[src/rtl/ahb_rr_arbiter_if.sv]
// Bus bundle between the AHB master wrappers and the round-robin arbiter/master mux.
// Packed per-master fields: master i occupies slice i of each *_M vector.
interface ahb_rr_arbiter_if #(
    parameter int NUM_M = 4,
    parameter int AW    = 32,
    parameter int DW    = 32
);
    localparam int MW = $clog2(NUM_M);

    logic [NUM_M-1:0]    HBUSREQ;
    logic [NUM_M-1:0]    HLOCK;
    logic [NUM_M*AW-1:0] HADDR_M;
    logic [2*NUM_M-1:0]  HTRANS_M;
    logic [NUM_M-1:0]    HWRITE_M;
    logic [3*NUM_M-1:0]  HSIZE_M;
    logic [NUM_M*DW-1:0] HWDATA_M;
    logic                HREADY;

    logic [NUM_M-1:0]    HGRANT;
    logic [AW-1:0]       HADDR;
    logic [1:0]          HTRANS;
    logic                HWRITE;
    logic [2:0]          HSIZE;
    logic [DW-1:0]       HWDATA;
    logic [MW-1:0]       HMASTER;
    logic                HMASTLOCK;

    modport slave (
        input  HBUSREQ, HLOCK, HADDR_M, HTRANS_M, HWRITE_M, HSIZE_M, HWDATA_M, HREADY,
        output HGRANT, HADDR, HTRANS, HWRITE, HSIZE, HWDATA, HMASTER, HMASTLOCK
    );

    modport master (
        output HBUSREQ, HLOCK, HADDR_M, HTRANS_M, HWRITE_M, HSIZE_M, HWDATA_M, HREADY,
        input  HGRANT, HADDR, HTRANS, HWRITE, HSIZE, HWDATA, HMASTER, HMASTLOCK
    );
endinterface

[src/rtl/ahb_rr_arbiter.sv]
// Round-robin AHB arbiter and master-side mux with locked-transfer hold and a
// burst-length cap that forces re-arbitration of unlocked owners.
module ahb_rr_arbiter #(
    parameter int NUM_M     = 4,
    parameter int AW        = 32,
    parameter int DW        = 32,
    parameter int MAX_BEATS = 16
) (
    input logic             clk,
    input logic             rst,
    ahb_rr_arbiter_if.slave bus
);
    localparam int MW = $clog2(NUM_M);
    localparam int BW = (MAX_BEATS < 1) ? 1 : $clog2(MAX_BEATS + 1);
    localparam logic [BW-1:0] BEAT_MAX = BW'(MAX_BEATS);
    localparam logic [BW-1:0] CAP_M1   = BW'((MAX_BEATS == 0) ? 0 : MAX_BEATS - 1);

    localparam logic [1:0] HT_IDLE   = 2'b00;
    localparam logic [1:0] HT_BUSY   = 2'b01;
    localparam logic [1:0] HT_SEQ    = 2'b11;

    // Handshake: HREADY is the single qualifier. Every register advances only on
    // a clk edge with HREADY=1; with HREADY=0 grant, owners, lock and beat count hold.

    logic [NUM_M-1:0] grant_q;
    logic [MW-1:0]    addr_owner;
    logic [MW-1:0]    data_owner;
    logic [MW-1:0]    last_idx;
    logic             lock_q;
    logic [BW-1:0]    beat_cnt;

    logic [AW-1:0]    haddr;
    logic [1:0]       htrans;
    logic             hwrite;
    logic [2:0]       hsize;
    logic [DW-1:0]    hwdata;
    logic             own_lock;
    logic             own_req;
    logic [MW-1:0]    own_idx;

    logic [MW:0]      cand;
    logic [MW-1:0]    winner;
    logic             found;
    logic             other_req;
    logic             burst;
    logic             cap_hit;
    logic             hold;

    always_comb begin
        haddr    = '0;
        htrans   = HT_IDLE;
        hwrite   = 1'b0;
        hsize    = '0;
        hwdata   = '0;
        own_lock = 1'b0;
        own_req  = 1'b0;
        own_idx  = '0;
        for (int i = 0; i < NUM_M; i++) begin
            if (addr_owner == MW'(i)) begin
                haddr  = bus.HADDR_M[i*AW +: AW];
                htrans = bus.HTRANS_M[2*i +: 2];
                hwrite = bus.HWRITE_M[i];
                hsize  = bus.HSIZE_M[3*i +: 3];
            end
            if (data_owner == MW'(i)) hwdata = bus.HWDATA_M[i*DW +: DW];
            if (grant_q[i]) begin
                own_lock = bus.HLOCK[i];
                own_req  = bus.HBUSREQ[i];
                own_idx  = MW'(i);
            end
        end
    end

    // Scan last_idx+1 .. last_idx+NUM_M (mod NUM_M); first requester wins.
    always_comb begin
        winner = '0;
        found  = 1'b0;
        cand   = '0;
        for (int k = 1; k <= NUM_M; k++) begin
            cand = {1'b0, last_idx} + (MW+1)'(k);
            if (cand >= (MW+1)'(NUM_M)) cand = cand - (MW+1)'(NUM_M);
            if (!found && bus.HBUSREQ[cand[MW-1:0]]) begin
                found  = 1'b1;
                winner = cand[MW-1:0];
            end
        end
    end

    assign other_req = |(bus.HBUSREQ & ~grant_q);
    assign burst     = (htrans == HT_SEQ) || (htrans == HT_BUSY);
    assign cap_hit   = (MAX_BEATS != 0) && (beat_cnt == CAP_M1) && other_req;
    // Lock wins over the cap; lock_q keeps the grant one cycle past the locked sequence.
    assign hold      = (own_lock && own_req) || lock_q || (burst && !cap_hit);

    always_ff @(posedge clk or posedge rst) begin
        if (rst) begin
            grant_q    <= NUM_M'(1);
            addr_owner <= '0;
            data_owner <= '0;
            lock_q     <= 1'b0;
            beat_cnt   <= '0;
            last_idx   <= MW'(NUM_M - 1);
        end else if (bus.HREADY) begin
            addr_owner <= own_idx;
            data_owner <= addr_owner;
            lock_q     <= own_lock;
            if (htrans == HT_IDLE || own_idx != addr_owner) beat_cnt <= '0;
            else if (beat_cnt != BEAT_MAX)                   beat_cnt <= beat_cnt + BW'(1);
            if (!hold) begin
                if (found) begin
                    grant_q  <= NUM_M'(1) << winner;
                    last_idx <= winner;
                end else begin
                    grant_q  <= NUM_M'(1);
                end
            end
        end
    end

    assign bus.HGRANT    = grant_q;
    assign bus.HADDR     = haddr;
    assign bus.HTRANS    = htrans;
    assign bus.HWRITE    = hwrite;
    assign bus.HSIZE     = hsize;
    assign bus.HWDATA    = hwdata;
    assign bus.HMASTER   = addr_owner;
    assign bus.HMASTLOCK = lock_q;
endmodule

[src/flat_wrapper.sv]
// flat-port wrapper written by rule: the top's interface ports become plain ports
module ahb_rr_arbiter_flat 
#(
    parameter int NUM_M     = 4,
    parameter int AW        = 32,
    parameter int DW        = 32,
    parameter int MAX_BEATS = 16
)
  (clk, rst, bus_HBUSREQ, bus_HLOCK, bus_HADDR_M, bus_HTRANS_M, bus_HWRITE_M, bus_HSIZE_M, bus_HWDATA_M, bus_HREADY, bus_HGRANT, bus_HADDR, bus_HTRANS, bus_HWRITE, bus_HSIZE, bus_HWDATA, bus_HMASTER, bus_HMASTLOCK);
  ahb_rr_arbiter_if #(.NUM_M(NUM_M), .AW(AW), .DW(DW)) bus_i ();
  input logic clk;
  input logic rst;
  input wire logic [$bits(bus_i.HBUSREQ)-1:0] bus_HBUSREQ;
  input wire logic [$bits(bus_i.HLOCK)-1:0] bus_HLOCK;
  input wire logic [$bits(bus_i.HADDR_M)-1:0] bus_HADDR_M;
  input wire logic [$bits(bus_i.HTRANS_M)-1:0] bus_HTRANS_M;
  input wire logic [$bits(bus_i.HWRITE_M)-1:0] bus_HWRITE_M;
  input wire logic [$bits(bus_i.HSIZE_M)-1:0] bus_HSIZE_M;
  input wire logic [$bits(bus_i.HWDATA_M)-1:0] bus_HWDATA_M;
  input wire logic [$bits(bus_i.HREADY)-1:0] bus_HREADY;
  output wire logic [$bits(bus_i.HGRANT)-1:0] bus_HGRANT;
  output wire logic [$bits(bus_i.HADDR)-1:0] bus_HADDR;
  output wire logic [$bits(bus_i.HTRANS)-1:0] bus_HTRANS;
  output wire logic [$bits(bus_i.HWRITE)-1:0] bus_HWRITE;
  output wire logic [$bits(bus_i.HSIZE)-1:0] bus_HSIZE;
  output wire logic [$bits(bus_i.HWDATA)-1:0] bus_HWDATA;
  output wire logic [$bits(bus_i.HMASTER)-1:0] bus_HMASTER;
  output wire logic [$bits(bus_i.HMASTLOCK)-1:0] bus_HMASTLOCK;
  assign bus_i.HBUSREQ = bus_HBUSREQ;
  assign bus_i.HLOCK = bus_HLOCK;
  assign bus_i.HADDR_M = bus_HADDR_M;
  assign bus_i.HTRANS_M = bus_HTRANS_M;
  assign bus_i.HWRITE_M = bus_HWRITE_M;
  assign bus_i.HSIZE_M = bus_HSIZE_M;
  assign bus_i.HWDATA_M = bus_HWDATA_M;
  assign bus_i.HREADY = bus_HREADY;
  assign bus_HGRANT = bus_i.HGRANT;
  assign bus_HADDR = bus_i.HADDR;
  assign bus_HTRANS = bus_i.HTRANS;
  assign bus_HWRITE = bus_i.HWRITE;
  assign bus_HSIZE = bus_i.HSIZE;
  assign bus_HWDATA = bus_i.HWDATA;
  assign bus_HMASTER = bus_i.HMASTER;
  assign bus_HMASTLOCK = bus_i.HMASTLOCK;
  ahb_rr_arbiter #(.NUM_M(NUM_M), .AW(AW), .DW(DW), .MAX_BEATS(MAX_BEATS)) u_core (.clk(clk), .rst(rst), .bus(bus_i));
endmodule
[config.mk]
export PLATFORM = sky130hd
export DESIGN_NAME = ahb_rr_arbiter_flat
export DESIGN_NICKNAME = d
export VERILOG_FILES = /design/src/rtl/ahb_rr_arbiter_if.sv /design/src/rtl/ahb_rr_arbiter.sv /design/src/flat_wrapper.sv
export SDC_FILE = /design/constraint.sdc
export NUM_CORES = 1
export LEC_CHECK = 0
export ABC_AREA = 0
export BUFFER_PORTS_ARGS = -buffer_cell sky130_fd_sc_hd__buf_2
export CORE_AREA = 2 2 143 145
export CTS_BUF_LIST = sky130_fd_sc_hd__clkbuf_2
export DETAILED_ROUTE_END_ITERATION = 8
export DIE_AREA = 0 0 145 147
export PLACE_DENSITY = 0.52
export SETUP_SLACK_MARGIN = 0.5
export SLEW_MARGIN = 10
export SYNTH_ARGS = -nofsm -noshare
export SYNTH_HDL_FRONTEND = slang
export SYNTH_SLANG_ARGS = --single-unit
[constraint.sdc]
create_clock -name clk -period 5.65 [get_ports clk]
set_input_delay 1.13 -clock clk [delete_from_list [all_inputs] [get_ports clk]]
set_output_delay 1.13 -clock clk [all_outputs]
set_load 0.01 [all_outputs]
==> results.yml <==
layout:
  area_growth_pct: 79.9
  drive_gt1_share_pct: 83.8
  multi_input_area_mm2: 0.00213
  fin_area_mm2: 0.00479
  seqCellArea_um2: 408
  fill_cells: 2163
  num-nets-final: 843
timing:
  period_share_pct: 61.1
  relSlewSlack_pct: 34.4
  rsz0062_at_grt: "no"
  hold_violations: 0
  worstMarginPinSlew_ns: 0.984
  setup_viol: 0
  fmax_mhz: 290
  report.final.slew_viol_count: 0
  setup-tns-final_ns: 0
  skew_ns: 0.0240
  fin_crit_ns: 3.45
floorplanning:
  die_area_mm2: 0.0213
  fp-row-count: 52
  core_mm2: 0.0198
  die_y_um: 147
  io_pins: 368
  initial_core_util_pct: 13.4
  die_w_um: 145
worst_setup_path:
  crit_type: "reg -> out"
  cp_max_fo: 25
  required_ns: 4.52
  reg2reg_setup_slack_ns: 3.34
  crit_path_end_kind: "output pin"
  critPathLaunchType: "register"
  critPathArrivalTime_ns: 2.32
route:
  via_per_inst: 4.13
  drtIter0Drc: 115
  vias: 3387
  drt-wirelength-per-cell_um: 17.3
  routed_wl_um: 14100
  dr.pass1.iters: 4
  ant_nets: 0
  drc_errors: 0
synthesis:
  synth_area_mm2: 0.00266
  ys_ff_latch: 16
  async_flop_share_pct: 100
  synth.net_count: 487
  synth_seq_area_share_pct: 15.2
  synth_warnings: 0
  ys_dominant_reg_cell: "dfrtp_1"
  synth.avg_cell_area_um2: 13.8
  synth_edf_count: 0
  synth_cell_type_count: 40
  synthCells: 193
cts:
  clock_sinks: 16
  cts_buffer_depth: 2
  ctsResizeCount: 0
  clock_latency_ns: 0.29
  ctsHoldBuffers: 0
  cts_made_buffers: 3
  cts_setup_buffers: 0
  clk_pin_slew_ns: 0.17
  clk_root_buffer_cell: "clkbuf_2"
  cts_tree: "done"
  cts_max_level: 1
pwr:
  p_total_mw: 1.76
  leakagePower_nw: 2.37
  power_density_mw_per_mm2: 368
  ir_drop_mv: 0.103
global_routing:
  grt_usage_pct: 12.4
  grt_pass1_wl_um: 21000
  grt_max_degree: 46
  grt_pass1_vias: 3508
  grt_antenna_before_repair: 2
  overflow: 0
hold_path:
  min_path_type: "reg -> reg"
placed_design:
  dpl.hpwl_um: 12600
  io_buffer_count: 367
  placed_cell_area_mm2: 0.00477
  gp_congestion: 0.861
run_status:
  status: "finished, final reports clean"
flow_run:
  cap_violations: 0
-- per-stage QoR --
| stage | std cells | setup slack [ns] | util (%) | hold WS, ns |
|---|---|---|---|---|
| floorplan | 193 | 2.90 | - | 0.519 |
| global placement | 814 | 2.49 | 24.0 | 0.548 |
| detailed placement | 814 | 2.46 | 24.0 | 0.547 |
| CTS | 818 | 2.12 | 24.1 | 0.589 |
| global route | 818 | 1.99 | 24.1 | 0.629 |
| finish | 820 | 2.20 | 24.1 | 0.583 |
-- cells in the final DEF (no fill, tap or decap), types with 3 or more instances in the layout --
cell,instances
buf_4,3
and3_1,3
nand2_1,6
nand2b_1,7
inv_1,8
ha_1,3
clkbuf_2,4
a31oi_1,3
buf_2,367
dfrtp_1,10
mux4_2,69
mux2i_1,4
dfrtp_2,3
dfstp_2,3
o22ai_1,4
mux2_2,6
nor2_1,12
a21oi_1,4
-- sequential cells by signal (all words and copies together), names as in the netlist --
name                  cells
u_core.beat_cnt           5
u_core.bus.HMASTER        2
u_core.bus.HGRANT         4
u_core.last_idx           2
u_core.bus.HMASTLOCK      1
u_core.data_owner         2
-- worst paths after layout --
check | startpoint | endpoint | cells after the start
setup / recovery | u_core.bus.HMASTER[0] | bus_HADDR[3] | 3
hold / removal | u_core.beat_cnt[3] | u_core.beat_cnt[3] | 2
setup reg to reg | u_core.bus.HMASTER[1] | u_core.bus.HGRANT[2] | 5
hold reg to reg | u_core.beat_cnt[3] | u_core.beat_cnt[3] | 2
max in group asynchronous | rst | u_core.bus.HMASTER[0] | 2
min in group asynchronous | rst | u_core.data_owner[1] | 2
-- layout make-up --
type | instances | area share [%]
Multi-Input combinational cell | 150 | 44.5
Timing Repair Buffer | 370 | 38.8
Sequential cell | 16 | 8.51
Tap cell | 270 | 7.05
Inverter | 8 | 0.627
Clock buffer | 4 | 0.418
Antenna cell | 2 | 0.104
-- Yosys cell counts (all sizes together), types with 3 or more instances --
cell	instances	share of area (%)
mux2i	4	1.5
a21oi	5	1.1
a31oi	3	0.70
o22ai	4	0.94
inv	8	1.1
dfstp	3	3.0
nand2b	7	1.6
mux2	8	3.4
nand2	6	0.85
clkbuf	6	0.85
mux4	69	58
nor2	12	1.7
ha	3	1.4
dfrtp	13	12
and3	3	0.70
buf	13	2.8
-- cell families after synthesis --
logic type | share of synthesized area (%)
xor+xnor | 1.32
compound gates | 6.81
simple gates | 7.24
fa+ha+maj | 1.41
flops | 15.2
buf+inv | 4.79
mux | 63.3
-- layer usage --
| metal | global-route usage (%) | share of wire (%) | vias up |
|---|---|---|---|
| met1 | 17.1 | 42 | 1683 |
| met4 | 1.98 | 0.91 | 0 |
| met2 | 21.0 | 51 | 150 |
| met3 | 1.68 | 6.6 | 8 |
| met5 | 0 | 0 | - |
| li1 | - | - | 1546 |
-- critical path: stages (launching register included) --
cell and delay [ns]:
dfrtp_2 0.80, buf_4 0.49, mux4_2 0.56, buf_2 0.17
-- report_power, final --
part           total, mW  internal [mW]  leakage, nW  switching, mW
clock             0.0551         0.0188       0.0166         0.0363
combinational       1.39          0.778         2.16          0.613
sequential         0.317          0.169        0.192          0.148
total               1.76          0.966         2.37          0.797
No activity file was read; power rests on OpenSTA's default activity.
